--- config.mk ---
export PLATFORM = sky130hd
export DESIGN_NAME = key_event_gen
export DESIGN_NICKNAME = d
export VERILOG_FILES = /design/src/rtl/key_event_gen_pkg.sv /design/src/rtl/key_hold_timer.sv /design/src/rtl/key_event_gen.sv
export SDC_FILE = /design/constraint.sdc
export NUM_CORES = 1
export LEC_CHECK = 0
export ABC_AREA = 1
export BUFFER_PORTS_ARGS = -buffer_cell sky130_fd_sc_hd__buf_4
export CORE_UTILIZATION = 50
export CTS_CLUSTER_DIAMETER = 150
export DETAILED_ROUTE_END_ITERATION = 6
export GPL_TIMING_DRIVEN = 1
export PLACE_DENSITY = 0.75
export SKIP_CTS_REPAIR_TIMING = 1
export SYNTH_ARGS = -nofsm -noshare
export SYNTH_HDL_FRONTEND = slang
export SYNTH_SLANG_ARGS = --single-unit
export TNS_END_PERCENT = 20
--- constraint.sdc ---
create_clock -name clk -period 2.09 [get_ports clk]
set_clock_uncertainty 0.15 [all_clocks]
set_input_delay 0.418 -clock clk [delete_from_list [all_inputs] [get_ports clk]]
set_output_delay 0.418 -clock clk [all_outputs]
set_load 0.02 [all_outputs]
--- src/rtl/key_event_gen_pkg.sv ---
// Shared definitions for the key event generator: FSM state encodings and a
// small decode helper used by the top level.
package key_event_gen_pkg;

  typedef enum logic [1:0] {
    ST_LOCK   = 2'd0,
    ST_IDLE   = 2'd1,
    ST_HELD   = 2'd2,
    ST_REPEAT = 2'd3
  } key_state_t;

  function automatic logic is_held(input key_state_t s);
    return (s == ST_HELD) || (s == ST_REPEAT);
  endfunction

endpackage

--- src/rtl/key_hold_timer.sv ---
// Hold-duration counter with clear, load-one and increment controls, plus a
// compare against a caller-supplied terminal value.
module key_hold_timer #(
  parameter int TIMER_W = 16
) (
  input  logic               clk,
  input  logic               rst_n,
  input  logic               clear,
  input  logic               load_one,
  input  logic               incr,
  input  logic [TIMER_W-1:0] term,
  output logic [TIMER_W-1:0] count,
  output logic               at_term
);

  // NOTE: state registers use non-blocking assignments so every flop samples
  // pre-edge values regardless of process ordering.
  always_ff @(posedge clk or negedge rst_n) begin
    if (!rst_n) begin
      count <= '0;
    end else if (clear) begin
      count <= '0;
    end else if (load_one) begin
      count <= TIMER_W'(1);
    end else if (incr) begin
      count <= count + 1'b1;
    end
  end

  assign at_term = (count == term);

endmodule

--- src/rtl/key_event_gen.sv ---
// Converts a debounced active-low key level into single-cycle press, release,
// long-press and auto-repeat events, and counts accepted presses.
module key_event_gen
  import key_event_gen_pkg::*;
#(
  parameter int LONG_CYCLES   = 1000,
  parameter int REPEAT_CYCLES = 200,
  parameter int TIMER_W       = 16,
  parameter int CNT_W         = 8
) (
  input  logic             clk,
  input  logic             rst_n,
  input  logic             key_n,
  output logic             press_pulse,
  output logic             release_pulse,
  output logic             long_pulse,
  output logic             repeat_pulse,
  output logic             key_held,
  output logic [CNT_W-1:0] press_cnt
);

  localparam logic [TIMER_W-1:0] LONG_T   = TIMER_W'(LONG_CYCLES);
  localparam logic [TIMER_W-1:0] REPEAT_T = TIMER_W'(REPEAT_CYCLES);

  key_state_t         state, state_nxt;
  logic               press_nxt, release_nxt, long_nxt, repeat_nxt;
  logic               timer_clear, timer_load, timer_incr;
  logic [TIMER_W-1:0] timer_term;
  logic [TIMER_W-1:0] timer_count;
  logic               timer_at_term;

  key_hold_timer #(
    .TIMER_W (TIMER_W)
  ) u_timer (
    .clk      (clk),
    .rst_n    (rst_n),
    .clear    (timer_clear),
    .load_one (timer_load),
    .incr     (timer_incr),
    .term     (timer_term),
    .count    (timer_count),
    .at_term  (timer_at_term)
  );

  // NOTE: every signal driven here gets a default first, so no path through
  // the case statement can leave one unassigned and infer a latch.
  always_comb begin
    state_nxt   = state;
    press_nxt   = 1'b0;
    release_nxt = 1'b0;
    long_nxt    = 1'b0;
    repeat_nxt  = 1'b0;
    timer_clear = 1'b0;
    timer_load  = 1'b0;
    timer_incr  = 1'b0;
    timer_term  = LONG_T;

    unique case (state)
      ST_LOCK: begin
        // A key already down when reset ends must be released before it counts.
        if (key_n) state_nxt = ST_IDLE;
      end
      ST_IDLE: begin
        if (!key_n) begin
          state_nxt  = ST_HELD;
          press_nxt  = 1'b1;
          timer_load = 1'b1;
        end
      end
      ST_HELD: begin
        timer_term = LONG_T;
        if (key_n) begin
          state_nxt   = ST_IDLE;
          release_nxt = 1'b1;
          timer_clear = 1'b1;
        end else if (timer_at_term) begin
          state_nxt  = ST_REPEAT;
          long_nxt   = 1'b1;
          timer_load = 1'b1;
        end else begin
          timer_incr = 1'b1;
        end
      end
      ST_REPEAT: begin
        timer_term = REPEAT_T;
        if (key_n) begin
          state_nxt   = ST_IDLE;
          release_nxt = 1'b1;
          timer_clear = 1'b1;
        end else if (timer_at_term) begin
          repeat_nxt = 1'b1;
          timer_load = 1'b1;
        end else begin
          timer_incr = 1'b1;
        end
      end
      default: state_nxt = ST_LOCK;
    endcase
  end

  always_ff @(posedge clk or negedge rst_n) begin
    if (!rst_n) begin
      state         <= ST_LOCK;
      press_pulse   <= 1'b0;
      release_pulse <= 1'b0;
      long_pulse    <= 1'b0;
      repeat_pulse  <= 1'b0;
      key_held      <= 1'b0;
      press_cnt     <= '0;
    end else begin
      state         <= state_nxt;
      press_pulse   <= press_nxt;
      release_pulse <= release_nxt;
      long_pulse    <= long_nxt;
      repeat_pulse  <= repeat_nxt;
      key_held      <= is_held(state_nxt);
      if (press_nxt) press_cnt <= press_cnt + 1'b1;
    end
  end

endmodule
After elaboration in Yosys (flattened, before gate mapping)

Index checks and enable logic that the tools add are counted.

Input port bits: 3
Logic and storage cells: 42
Flip-flop bits (word level): 31
Output and inout port bits: 13

Add/subtract/negate cells: 2
Equality and inequality tests: 6
Reductions and logical operators: 5
Mux-type cells: 21

Operators by type and width:

| operator                | number |
|---|---|
| $mux W16                | 3 |
| $add A16 B1 Y16 const B | 1 |
| $eq A16 B10 Y1          | 1 |
| $mux W1                 | 11 |
| $mux W10                | 1 |
| $add A8 B1 Y8 const B   | 1 |
| $eq A2 B2 Y1 const B    | 4 |
| $mux W2                 | 4 |
| $pmux W2 S3             | 1 |
| $reduce_or A2 Y1        | 2 |
| $reduce_bool A3 Y1      | 1 |
| $eq A2 B1 Y1 const B    | 1 |
| $logic_not A2 Y1        | 1 |
| $pmux W1 S2             | 1 |
| $logic_or A1 B1 Y1      | 1 |

Depth between registers and ports, before layout

Depth in word-level cells: 9
Mapped depth: 12
Depth with buffers taken out: 12

Modules after synthesis

Synthesis repeated with hierarchy kept, for this count alone.

Cells, all modules: 239
Area, all modules: 1859.3 um^2

By module, submodules not included:

| module         | sequential area each (um^2) | cells an instance | area each (um^2) | instances |
|---|---|---|---|---|
| key_hold_timer | 400.4                       | 158               | 1123.6           | 1 |
| key_event_gen  | 350.3                       | 81                | 735.7            | 1 |

Least setup slack after synthesis

No wires, ideal clock.

Kind: reg-to-reg
Start point: reg state[0]
End point: reg u_timer.count[15]
Path buffers: 1
Period minus slack after synthesis: 1.757 ns
Cell stages (with the launch flop): 13
Arrival time: 1.467 ns
Setup time: 0.140 ns
Setup slack: 0.333 ns
Data required time: 1.800 ns
Cell sequence: dfrtp_1 ha_1 inv_1 nand2_1 nand2_1 nand3_1 nor2_4 nand3_1 nand2_2 nand2_4 buf_6 nand3_1 o21ai_1

Word-level cells in the longest chain between the ends: 8
Elaborated cells on any way between the ends: 16
Classes of those cells: 4 x eq/ne; 10 x mux; 2 x reduce/logical

Ends and longest elaborated chain:

| item                   | line                                     | RTL |
|---|---|---|
| from (decl)            | key_event_gen.sv:25                      | `key_state_t state, state_nxt;` |
| from (signal assigned) | key_event_gen.sv:111                     | `state <= state_nxt;` |
| $eq A2 B2 Y1           | key_event_gen.sv:58                      | `unique case (state)` |
| $mux W10               | key_event_gen.sv:58                      |  |
| $eq A16 B10 Y1         | key_hold_timer.sv:30                     | `assign at_term = (count == term);` |
| $mux W1                | key_event_gen.sv:76, key_event_gen.sv:90 |  |
| $mux W1                | key_event_gen.sv:72                      | `if (key_n) begin` |
| $pmux W1 S2            | key_event_gen.sv:58                      |  |
| $mux W16               | key_hold_timer.sv:23                     | `end else if (load_one) begin` |
| $mux W16               | key_hold_timer.sv:21                     | `end else if (clear) begin` |
| to (signal assigned)   | key_hold_timer.sv:26                     | `count <= count + 1'b1;` |
| to (decl)              | key_hold_timer.sv:12                     | `output logic [TIMER_W-1:0] count,` |

Several ways; a longest one is shown, not always the timed one.
A chain may end at the register's enable or synchronous reset.

Worst setup path in the final report

Start point: reg state[1]
End point: reg u_timer.count[6]

The elaborated chain is that of the path after synthesis.

==> reports/qor.yml <==
drt_iter0_markers: 75
fin_tns_setup_ns: 0
clock_path_buffers: 2
clock_latency_ns: 0.29
cts_tree: "built"
maxCapViolCount: 0
vias: 1455
crit_path_start_kind: "flip-flop"
clock-sinks: 31
cts-root-buf: "clkbuf_8"
via_per_inst: 5.09
hold_violations: 0
fmax_mhz: 514
die_area_um2: 3980
synth-main-ff-cell: "dfrtp_1"
slew_headroom: 0.588
place_area_um2: 1990
leakagePower_uw: 0.00105
grt_start_max_net_pins: 32
dp.final_hpwl_mm: 2.50
slew_viol_final: 0
grt_antenna_before_repair: 0
min_period_ns: 1.95
setup_violations: 0
synth_area_um2: 1870
layout-area-overhead-vs-synth_pct: 16.3
worstPathArrival_ns: 2.00
synth_seq_area_share: 0.416
post_drt_wl_per_cell_um: 12.4
grt_pass1_wl_mm: 6.33
drc_errors: 0
drive_above_1_share: 0.229
port_buffers: 15
grt_pass1_vias: 1424
fillers: 293
status: "finished clean"
antenna_left: 0
n_antenna_cell: 0
synth_cell_types: 28
first_pass_iters: 4
worst_pin_slew_ns: 0.618
routed_wl_mm: 3.55
rows: 21
synth_warnings: 0
hp-class: "primary input to flip-flop"
critPathCaptureType: "flip-flop"
crit_type: "flip-flop to flip-flop"
io_pins: 16
cts-htree-levels: 2
syn_area_per_cell_um2: 8.68
ir_worst_vdd_uv: 779
core_um2: 3440
fin_crit_sh: 0.931
nets: 250
grt_usage: 0.208
die_x_um: 63.1
cp_max_fo: 10
initial_core_util: 0.542
finalPower_uw: 2400
die_h_um: 63.1
overflow: 0
synth-edff-count: 0
final_cell_area_um2: 2170
cts_buffers: 5
synth-async-reset-ratio: 1.00
cellPowerDensity_nw_per_um2: 1110
syn-num-nets: 226
required_ns: 2.15
synthCells: 215
synth.ff_latch_count: 31
clk_pin_slew_worst_paths_ns: 0.07
gp_congestion: 0.855
-- stage by stage --
stage	cells	setup WS (ns)	hold WS [ns]	utilization
2_1_floorplan	215	0.333	-0.0276	-
3_3_place_gp	273	0.196	0.219	0.579
3_5_place_dp	273	0.113	0.220	0.579
4_1_cts	281	0.0899	-0.0892	0.613
5_1_grt	286	-0.00181	0.181	0.630
6_report	286	0.144	0.175	0.630
-- state kept, by name, summed over array words and instances, names as in the netlist --
signal	cells
long_pulse	1
press_cnt	8
u_timer.count	16
state	2
repeat_pulse	1
key_held	1
release_pulse	1
press_pulse	1
-- cells in the mapped netlist, types with 2 or more instances --
cell type | count | area [µm²]
nand2_1 | 36 | 135
nand3_2 | 8 | 80.1
nand4_1 | 6 | 37.5
o21ai_2 | 3 | 26.3
dfrtp_1 | 31 | 776
nand2_4 | 3 | 33.8
o21ai_0 | 4 | 20.0
o21ai_1 | 7 | 35.0
nand3_1 | 22 | 110
o211ai_1 | 2 | 15.0
xnor2_1 | 4 | 35.0
nor2_2 | 3 | 18.8
buf_6 | 2 | 22.5
nor2_1 | 17 | 63.8
inv_2 | 3 | 11.3
nor3_1 | 2 | 10.0
nand2_2 | 2 | 12.5
ha_1 | 8 | 100
inv_1 | 30 | 113
xor2_1 | 14 | 123
-- critical path, cell delays in order, from the launching register on --
cell and delay [ns]:
dfrtp_1 0.43, ha_1 0.22, inv_1 0.07, nand2_1 0.06, nand2_1 0.05, nand3_1 0.11
nor2_4 0.05, nand2_2 0.13, o2111ai_2 0.34, o21ai_1 0.24
-- cell families after synthesis --
logic type	after synthesis	share of synthesized area
fa+ha+maj	8	0.0537
flops	31	0.416
buf+inv	37	0.0932
xor+xnor	18	0.0845
simple gates	103	0.288
compound gates	18	0.0644
-- metal layers --
layer | track usage | wire [µm]
met1 | 0.269 | 1740
met2 | 0.327 | 1590
met3 | 0.0543 | 145
met4 | 0.0901 | 63
met5 | 0 | 0
-- layout make-up --
class	count	area [µm²]	area share
well taps	46	57.6	0.0265
inverters	33	124	0.0571
multi-input cells	147	933	0.430
flip-flops and latches	31	777	0.358
clock inverters	2	35.0	0.0161
clock buffers	6	82.6	0.0381
repair buffers	21	160	0.0738
-- worst paths after layout --
path                       slack (ns)          endpoint          from  depth (start not counted)
max reg2reg                      0.14  u_timer.count[6]      state[1]                          9
min reg2reg                      0.32      press_cnt[7]  press_cnt[7]                          1
min                              0.17        long_pulse         key_n                          2
min in group asynchronous        0.45      press_cnt[2]         rst_n                          2
max in group asynchronous        1.04          state[0]         rst_n                          2
max                              0.14  u_timer.count[6]      state[1]                          9
-- where the power goes --
group / switching (µW) / internal, µW / leakage (µW)
Sequential: 121 / 712 / 0.000418
Combinational: 584 / 365 / 0.000575
Clock: 234 / 385 / 0.0000612
Total: 939 / 1460 / 0.00105
-- placed cells by master (no fill, tap or decap) --
cell | Yosys | layout
inv_1 | 30 | 30
o21ai_0 | 4 | 4
clkinv_2 | 0 | 1
ha_1 | 8 | 8
o21ai_2 | 3 | 3
dfrtp_2 | 0 | 1
nand2_4 | 3 | 1
dlygate4sd3_1 | 0 | 1
nand2_1 | 36 | 36
nor2_4 | 1 | 1
nor2_2 | 3 | 3
or2_2 | 1 | 1
nor3_1 | 2 | 2
dfrtp_1 | 31 | 30
bufinv_16 | 0 | 1
xnor2_1 | 4 | 4
buf_4 | 1 | 20
nand3_2 | 8 | 8
inv_2 | 3 | 3
a32oi_1 | 1 | 1
nand2_2 | 2 | 2
nand4_2 | 1 | 1
nor2_1 | 17 | 17
o21ai_1 | 7 | 7
o2111ai_2 | 1 | 1
nand3_1 | 22 | 22
clkbuf_8 | 0 | 6
and3_1 | 1 | 1
nand2_8 | 0 | 2
xor2_1 | 14 | 14
nand4_1 | 6 | 6
o211ai_1 | 2 | 2
Note: power is estimated with default switching activity, not from simulation.
